$ cat src/rtl/fric_pkg.sv
// rtl/fric_pkg.sv - shared FRIc packet types, idle byte, length lookup and egress states
package fric_pkg;

    localparam logic [7:0] IDLE_BYTE   = 8'h00;
    localparam int         MAX_PKT_LEN = 4;

    typedef enum logic [3:0] {
        TYPE_WR_REQ  = 4'h1,
        TYPE_RD_REQ  = 4'h2,
        TYPE_WR_ACK  = 4'h4,
        TYPE_RD_RESP = 4'h5
    } fric_type_e;

    typedef enum logic [1:0] {
        S_IDLE,
        S_ARB,
        S_SEND,
        S_DROP
    } egress_state_e;

    // Zero length marks an unknown type; such headers are discarded.
    function automatic logic [2:0] pkt_len(input logic [3:0] pkt_type);
        case (pkt_type)
            TYPE_WR_REQ, TYPE_RD_RESP: pkt_len = 3'd4;
            TYPE_RD_REQ, TYPE_WR_ACK:  pkt_len = 3'd2;
            default:                   pkt_len = 3'd0;
        endcase
    endfunction

endpackage

$ cat src/rtl/fric_ingress_fifo.sv
// rtl/fric_ingress_fifo.sv - per-port header parser, byte FIFO and complete-packet counter
module fric_ingress_fifo
    import fric_pkg::*;
#(
    parameter int DEPTH = 16
) (
    input  logic       clk,
    input  logic       rst,
    input  logic [7:0] din,
    input  logic       ovf_clr,
    input  logic [2:0] rd_adv,
    input  logic       pkt_pop,
    output logic [7:0] head,
    output logic       pkt_avail,
    output logic       pkt_done,
    output logic       ovf
);

    localparam int AW = $clog2(DEPTH);
    localparam int PW = AW + 1;

    logic [7:0]    mem [DEPTH];
    logic [PW-1:0] wr_ptr;
    logic [PW-1:0] rd_ptr;
    logic [PW-1:0] used;
    logic [PW-1:0] free;
    logic [PW-1:0] pkt_cnt;
    logic [2:0]    rem;
    logic [2:0]    hdr_len;
    logic          dropping;
    logic          live;
    logic          is_hdr;
    logic          hdr_ok;
    logic          wr_en;
    logic          ovf_set;

    assign used = wr_ptr - rd_ptr;
    assign free = PW'(DEPTH) - used;

    always_comb begin
        hdr_len  = pkt_len(din[7:4]);
        is_hdr   = live && (rem == 3'd0) && (din != IDLE_BYTE) && (hdr_len != 3'd0);
        hdr_ok   = free >= PW'(MAX_PKT_LEN);
        wr_en    = (is_hdr && hdr_ok) || ((rem != 3'd0) && !dropping);
        ovf_set  = is_hdr && !hdr_ok;
        pkt_done = (rem == 3'd1) && !dropping;
    end

    // live stays low for the first edge after reset release so that edge's input is ignored.
    always_ff @(posedge clk or negedge rst) begin
        if (!rst) begin
            live     <= 1'b0;
            rem      <= 3'd0;
            dropping <= 1'b0;
            wr_ptr   <= '0;
            rd_ptr   <= '0;
            pkt_cnt  <= '0;
            ovf      <= 1'b0;
        end else begin
            live <= 1'b1;
            if (is_hdr) begin
                rem      <= hdr_len - 3'd1;
                dropping <= !hdr_ok;
            end else if (rem != 3'd0) begin
                rem <= rem - 3'd1;
            end
            if (wr_en)
                wr_ptr <= wr_ptr + PW'(1);
            rd_ptr <= rd_ptr + {{(PW-3){1'b0}}, rd_adv};
            if (pkt_done && !pkt_pop)
                pkt_cnt <= pkt_cnt + PW'(1);
            else if (!pkt_done && pkt_pop)
                pkt_cnt <= pkt_cnt - PW'(1);
            if (ovf_set)
                ovf <= 1'b1;
            else if (ovf_clr)
                ovf <= 1'b0;
        end
    end

    always_ff @(posedge clk) begin
        if (wr_en)
            mem[wr_ptr[AW-1:0]] <= din;
    end

    assign head      = mem[rd_ptr[AW-1:0]];
    assign pkt_avail = pkt_cnt != '0;

endmodule

$ cat src/rtl/fric_switch_nport.sv
// rtl/fric_switch_nport.sv - N-port store-and-forward FRIc switch with round-robin shared crossbar
module fric_switch_nport
    import fric_pkg::*;
#(
    parameter int NPORTS = 8,
    parameter int DEPTH  = 16
) (
    input  logic                clk,
    input  logic                rst,
    input  logic [NPORTS*8-1:0] fric_in,
    output logic [NPORTS*8-1:0] fric_out,
    output logic [NPORTS-1:0]   ovf,
    output logic                bad_dst,
    input  logic                ovf_clr
);

    localparam int PW = $clog2(NPORTS);

    logic [7:0]        head [NPORTS];
    logic [2:0]        rd_adv [NPORTS];
    logic [NPORTS-1:0] avail;
    logic [NPORTS-1:0] done;
    logic [NPORTS-1:0] pkt_pop;

    egress_state_e     state, state_n;
    logic [PW-1:0]     cur_src, src_n;
    logic [PW-1:0]     cur_dst, dst_n;
    logic [2:0]        cur_len, len_n;
    logic [2:0]        sent, sent_n;
    logic [PW-1:0]     last_grant, lg_n;
    logic [NPORTS*8-1:0] out_n;
    logic [PW-1:0]     grant;
    logic              found;
    logic              wake;
    logic [7:0]        gh;

    for (genvar g = 0; g < NPORTS; g++) begin : g_port
        fric_ingress_fifo #(.DEPTH(DEPTH)) u_ingress (
            .clk       (clk),
            .rst       (rst),
            .din       (fric_in[8*g +: 8]),
            .ovf_clr   (ovf_clr),
            .rd_adv    (rd_adv[g]),
            .pkt_pop   (pkt_pop[g]),
            .head      (head[g]),
            .pkt_avail (avail[g]),
            .pkt_done  (done[g]),
            .ovf       (ovf[g])
        );
    end

    // Round-robin search begins at the port after the previous grant.
    always_comb begin
        found = 1'b0;
        grant = '0;
        for (int i = 1; i <= NPORTS; i++) begin
            automatic int c = int'(last_grant) + i;
            if (c >= NPORTS)
                c = c - NPORTS;
            if (!found && avail[c]) begin
                found = 1'b1;
                grant = PW'(c);
            end
        end
    end

    assign gh   = head[grant];
    assign wake = (|avail) || (|done);

    always_comb begin
        state_n = state;
        src_n   = cur_src;
        dst_n   = cur_dst;
        len_n   = cur_len;
        sent_n  = sent;
        lg_n    = last_grant;
        out_n   = '0;
        pkt_pop = '0;
        for (int p = 0; p < NPORTS; p++)
            rd_adv[p] = 3'd0;

        case (state)
            S_IDLE: begin
                if (wake)
                    state_n = S_ARB;
            end
            S_ARB: begin
                if (found) begin
                    lg_n           = grant;
                    src_n          = grant;
                    len_n          = pkt_len(gh[7:4]);
                    pkt_pop[grant] = 1'b1;
                    rd_adv[grant]  = 3'd1;
                    if ({1'b0, gh[3:0]} >= 5'(NPORTS)) begin
                        state_n = S_DROP;
                    end else begin
                        dst_n = PW'(gh[3:0]);
                        out_n[8*int'(gh[3:0]) +: 8] = {gh[7:4], 4'(grant)};
                        sent_n  = 3'd1;
                        state_n = S_SEND;
                    end
                end else if (!wake) begin
                    state_n = S_IDLE;
                end
            end
            S_SEND: begin
                if (sent < cur_len) begin
                    out_n[8*int'(cur_dst) +: 8] = head[cur_src];
                    rd_adv[cur_src] = 3'd1;
                    sent_n = sent + 3'd1;
                end else begin
                    state_n = wake ? S_ARB : S_IDLE;
                end
            end
            S_DROP: begin
                rd_adv[cur_src] = cur_len - 3'd1;
                state_n = wake ? S_ARB : S_IDLE;
            end
            default: state_n = S_IDLE;
        endcase
    end

    always_ff @(posedge clk or negedge rst) begin
        if (!rst) begin
            state      <= S_IDLE;
            cur_src    <= '0;
            cur_dst    <= '0;
            cur_len    <= 3'd0;
            sent       <= 3'd0;
            last_grant <= PW'(NPORTS - 1);
            fric_out   <= '0;
        end else begin
            state      <= state_n;
            cur_src    <= src_n;
            cur_dst    <= dst_n;
            cur_len    <= len_n;
            sent       <= sent_n;
            last_grant <= lg_n;
            fric_out   <= out_n;
        end
    end

    assign bad_dst = (state == S_DROP);

endmodule

$ cat config.mk
export PLATFORM = sky130hd
export DESIGN_NAME = fric_switch_nport
export DESIGN_NICKNAME = d
export VERILOG_FILES = /design/src/rtl/fric_pkg.sv /design/src/rtl/fric_ingress_fifo.sv /design/src/rtl/fric_switch_nport.sv
export SDC_FILE = /design/constraint.sdc
export NUM_CORES = 2
export LEC_CHECK = 0
export CORE_AREA = 2 2 439 441
export CTS_BUF_LIST = sky130_fd_sc_hd__clkbuf_16
export DETAILED_ROUTE_END_ITERATION = 10
export DIE_AREA = 0 0 441 443
export PLACE_DENSITY = 0.53
export SLEW_MARGIN = 5
export SYNTH_ARGS = -nofsm -noshare
export SYNTH_HDL_FRONTEND = slang
export SYNTH_HIERARCHICAL = 1
export SYNTH_SLANG_ARGS = --single-unit
$ cat constraint.sdc
create_clock -name clk -period 6.45 [get_ports clk]
set_input_delay 0.645 -clock clk [delete_from_list [all_inputs] [get_ports clk]]
set_output_delay 0.645 -clock clk [all_outputs]
set_load 0.005 [all_outputs]
==> run_results.csv <==
group,metric,value,unit
status,status,"complete, no violations",
drt,wl_per_cell,23.0,um
global_route,grt_max_degree,110,
drt,ant_nets,0,
global_route,antenna_found_initial,12,
global_route,grt_overflow,0,
power,total_power,35.2,mW
die,die_y,443,um
die,start_util,29.7,%
yosys,yosysUniqueCellTypes,89,
placement,portBuffers,139,
clock_network,cts-resized-gates,0,
global_route,gr-usage-all-layers,14.6,%
yosys,ys_ff_latch,1272,
sta,min_period,5950,ps
yosys,syn_avg_cell_area,17.1,um^2
die,io_pins,140,
yosys,yosys.area_share.simple,5.26,%
yosys,synth_top_area_share,54.1,%
setup_path,arrival,6610,ps
setup_path,crit_type,"flop to flop",
sta,clock.fmax,168,MHz
yosys,synth_cells,3329,
placement,gp_congestion,0.872,
clock_network,cts_root_buffer,"clkbuf_16",
global_route,grt_pass1_wl,212000,um
drt,drtIter0Drc,2519,
setup_path,cp-end-kind,"flop",
sta,hold_viol_final,0,
setup_path,cp_slowest_cell,"ha_1",
flow_run,drv_cap,0,
die,num_rows,161,
clock_network,ctsHtreeMaxLevel,4,
sta,tns,0,ps
setup_path,cp_max_fo,22,
setup_path,max_stage_delay,710,ps
clock_network,cts_buffers,139,
yosys,synth_fa_ha_area_share,4.99,%
die,die_area,0.195,mm^2
sta,max_slew_margin,16.9,%
placement,dp.cells,5924,
clock_network,cts.sinks,1272,
drt,firstDrtPassIters,6,
yosys,synth_top_family_by_area,"multiplexers",
drt,viasPerCell,4.89,
placement,placed_area,0.0613,mm^2
die,core_area,0.191,mm^2
yosys,synth_area_leaders,"edfxtp_1 (54%), mux4_2 (14%), dfrtp_1 (11%)",
power,powerDensity,536,mW/mm^2
setup_path,crit_required,7110,ps
drt,drc_errors,0,
final_layout,final_area,0.0658,mm^2
die,die_w,441,um
final_layout,finalNonFillerCells,6187,
yosys,yosysWarnings,6,
final_layout,final_cell_mix,"edfxtp_1 (1,024), mux4_2 (343), dfrtp_1 (233)",
clock_network,cts_tree,"done",
drt,drt_wl_total,142000,um
clock_network,clk_pin_slew,60,ps
setup_path,cp-start-kind,"flop",
final_layout,final_common_cell,"edfxtp_1",
yosys,post_synth_mux_area_share,15.4,%
setup_path,crit_path_frequent_cell,"ha_1",
power,peakVddDrop,0.363,mV
setup_path,cp_top_family,"simple AND/OR/NAND/NOR gates",
sta,skew,23.4,ps
final_layout,drive_above_1_share,20.0,%
power,p_leak,23.3,nW
setup_path,crit_path_cell_trace,"clkinv_1 > ha_1 > mux2_1 > a222oi_1 > a211o_1 > a31o_2 > a21oi_1 > nor3_4 > buf_4 > mux2i_1 > nand2_1 > nand2_2 > inv_2 > ha_1 > nor2b_1 > nand3_1 > nor2_1 > nand4_1 > or2_1 > o31ai_1",
drt,vias,30300,
setup_path,cp_num_buf_inv,3,
sta,rsz0062_at_grt,"false",
yosys,synth_top_area_cell,"edfxtp_1",
final_layout,fin_nets,3819,
yosys,synth_compound_area_share,4.48,%
clock_network,cts_buffer_depth,3,
yosys,synth.net_count,3608,
sta,hold_ws,378,ps
sta,timing.final.max_slew_violations,0,
min_path,hp-class,"input pin to asynchronous set/reset pin",
placement,pre_cts_slack,771,ps
sta,worst_slack,502,ps
yosys,synthArstFlopShare,19.5,%
placement,dpl.hpwl,98900,um
clock_network,clk_latency,780,ps
yosys,synth_xor_xnor_area_share,2.18,%
yosys,synth_ff_type,"edfxtp_1",
clock_network,hold_buffers,1,
final_layout,final_util,34.4,%
yosys,ys_seq_area_share,65.0,%
yosys,netlist_area,0.0568,mm^2
clock_network,cts_setup_buffers,0,
sta,setup_violations,0,
sta,finalCritPeriodShare,92.2,%
global_route,grt_pass1_vias,30700,
final_layout,syn2layout_area_growth,15.8,%
sta,worst_pin_slew,1240,ps
yosys,synth_edf_count,1024,
==> synthesized netlist by cell type (all sizes together) (6+ instances only) <==
library cell,n
or3,20
o2111ai,10
mux2i,68
o21ai,84
a21oi,72
nor3b,9
nand2,129
xnor3,8
fa,24
xnor2,93
a21o,19
xor2,26
o22ai,55
o31ai,6
edfxtp,1024
mux4,343
or2,13
nor2,126
and4b,8
ha,188
nand2b,18
mux2,28
nor2b,33
buf,61
o32ai,8
dfrtp,245
a31oi,9
nand4,6
conb,8
nor3,39
and2,8
nand3,22
clkbuf,84
nor4,24
a221oi,6
inv,201
a211oi,14
o21a,10
o211ai,11
a2111oi,11
and3,102
==> cell families (layout without fill, tap and decap cells) <==
group | count (synthesis) | after routing
xor gates and xnor gates | 127 | 127
buffers and inverters | 348 | 676
other | 8 | 12
adders and majority gates | 212 | 212
and+or+nand+nor | 566 | 566
AOI/OAI and AO/OA | 357 | 357
muxes | 439 | 439
DFF | 1272 | 1272
==> power by group <==
part | leakage, nW | total, mW | switching, mW | internal [mW]
Clock | 2.30 | 7.71 | 3.31 | 4.39
Combinational | 8.63 | 15.4 | 8.96 | 6.47
Sequential | 12.4 | 12.1 | 1.46 | 10.7
==> path summary, 6_finish.rpt <==
kind | cells past startpoint | slack [ps] | start | endpoint
worst max register to register | 20 | 500 | last_grant[0]$_DFFE_PN1P_ | fric_out[6]$_DFF_PN0_
worst min register to register | 1 | 470 | g_port[1].u_ingress/pkt_cnt[4]$_DFFE_PN0P_ | g_port[1].u_ingress/pkt_cnt[4]$_DFFE_PN0P_
max in group asynchronous | 3 | 5030 | rst | g_port[1].u_ingress/rd_ptr[1]$_DFF_PN0_
worst min-delay path | 2 | 380 | rst | g_port[6].u_ingress/rem[1]$_DFFE_PN0P_
min in group clk | 1 | 470 | g_port[1].u_ingress/pkt_cnt[4]$_DFFE_PN0P_ | g_port[1].u_ingress/pkt_cnt[4]$_DFFE_PN0P_
worst max-delay path | 20 | 500 | last_grant[0]$_DFFE_PN1P_ | fric_out[6]$_DFF_PN0_
==> cell type report <==
cell class | count | area [um^2]
inverters | 203 | 762
well taps | 2526 | 3160
repair buffers | 215 | 1990
multi-input cells | 1709 | 18500
fillers | 18000 | 125000
flip-flops and latches | 1272 | 37000
clock buffers | 144 | 3600
clock inverters | 114 | 832
diodes | 4 | 10.0
==> worst register-to-register path, delay by kind of cell (launching register included) <==
kind,cells,cell delay [ps]
and+or+nand+nor,8,1570
AOI/OAI and AO/OA,5,1340
adders and majority gates,2,1100
muxes,2,740
buffers and inverters,3,540
DFF,1,530
==> per-layer routing <==
layer / global-route usage (%) / routed length, um / share of wire [%] / vias to the layer above
li1: - / - / - / 13500
met1: 20.7 / 64200 / 45 / 15800
met2: 22.9 / 67100 / 47 / 745
met3: 2.99 / 8130 / 5.7 / 188
met4: 3.60 / 2520 / 1.8 / 18
met5: 0 / 115 / 0.081 / -
==> sequential cells by signal, indices dropped and copies added, names as in the netlist <==
signal and flops:
g_port.u_ingress/dropping 8, cur_src 3, g_port.u_ingress/live 8, g_port.u_ingress/mem 1024
g_port.u_ingress/rd_ptr 40, g_port.u_ingress/ovf 8, g_port.u_ingress/wr_ptr 40, fric_out 64
cur_len 2, cur_dst 3, last_grant 3, state 2
sent 3, g_port.u_ingress/rem 24, g_port.u_ingress/pkt_cnt 40
Power figures use the tool's default switching activity.
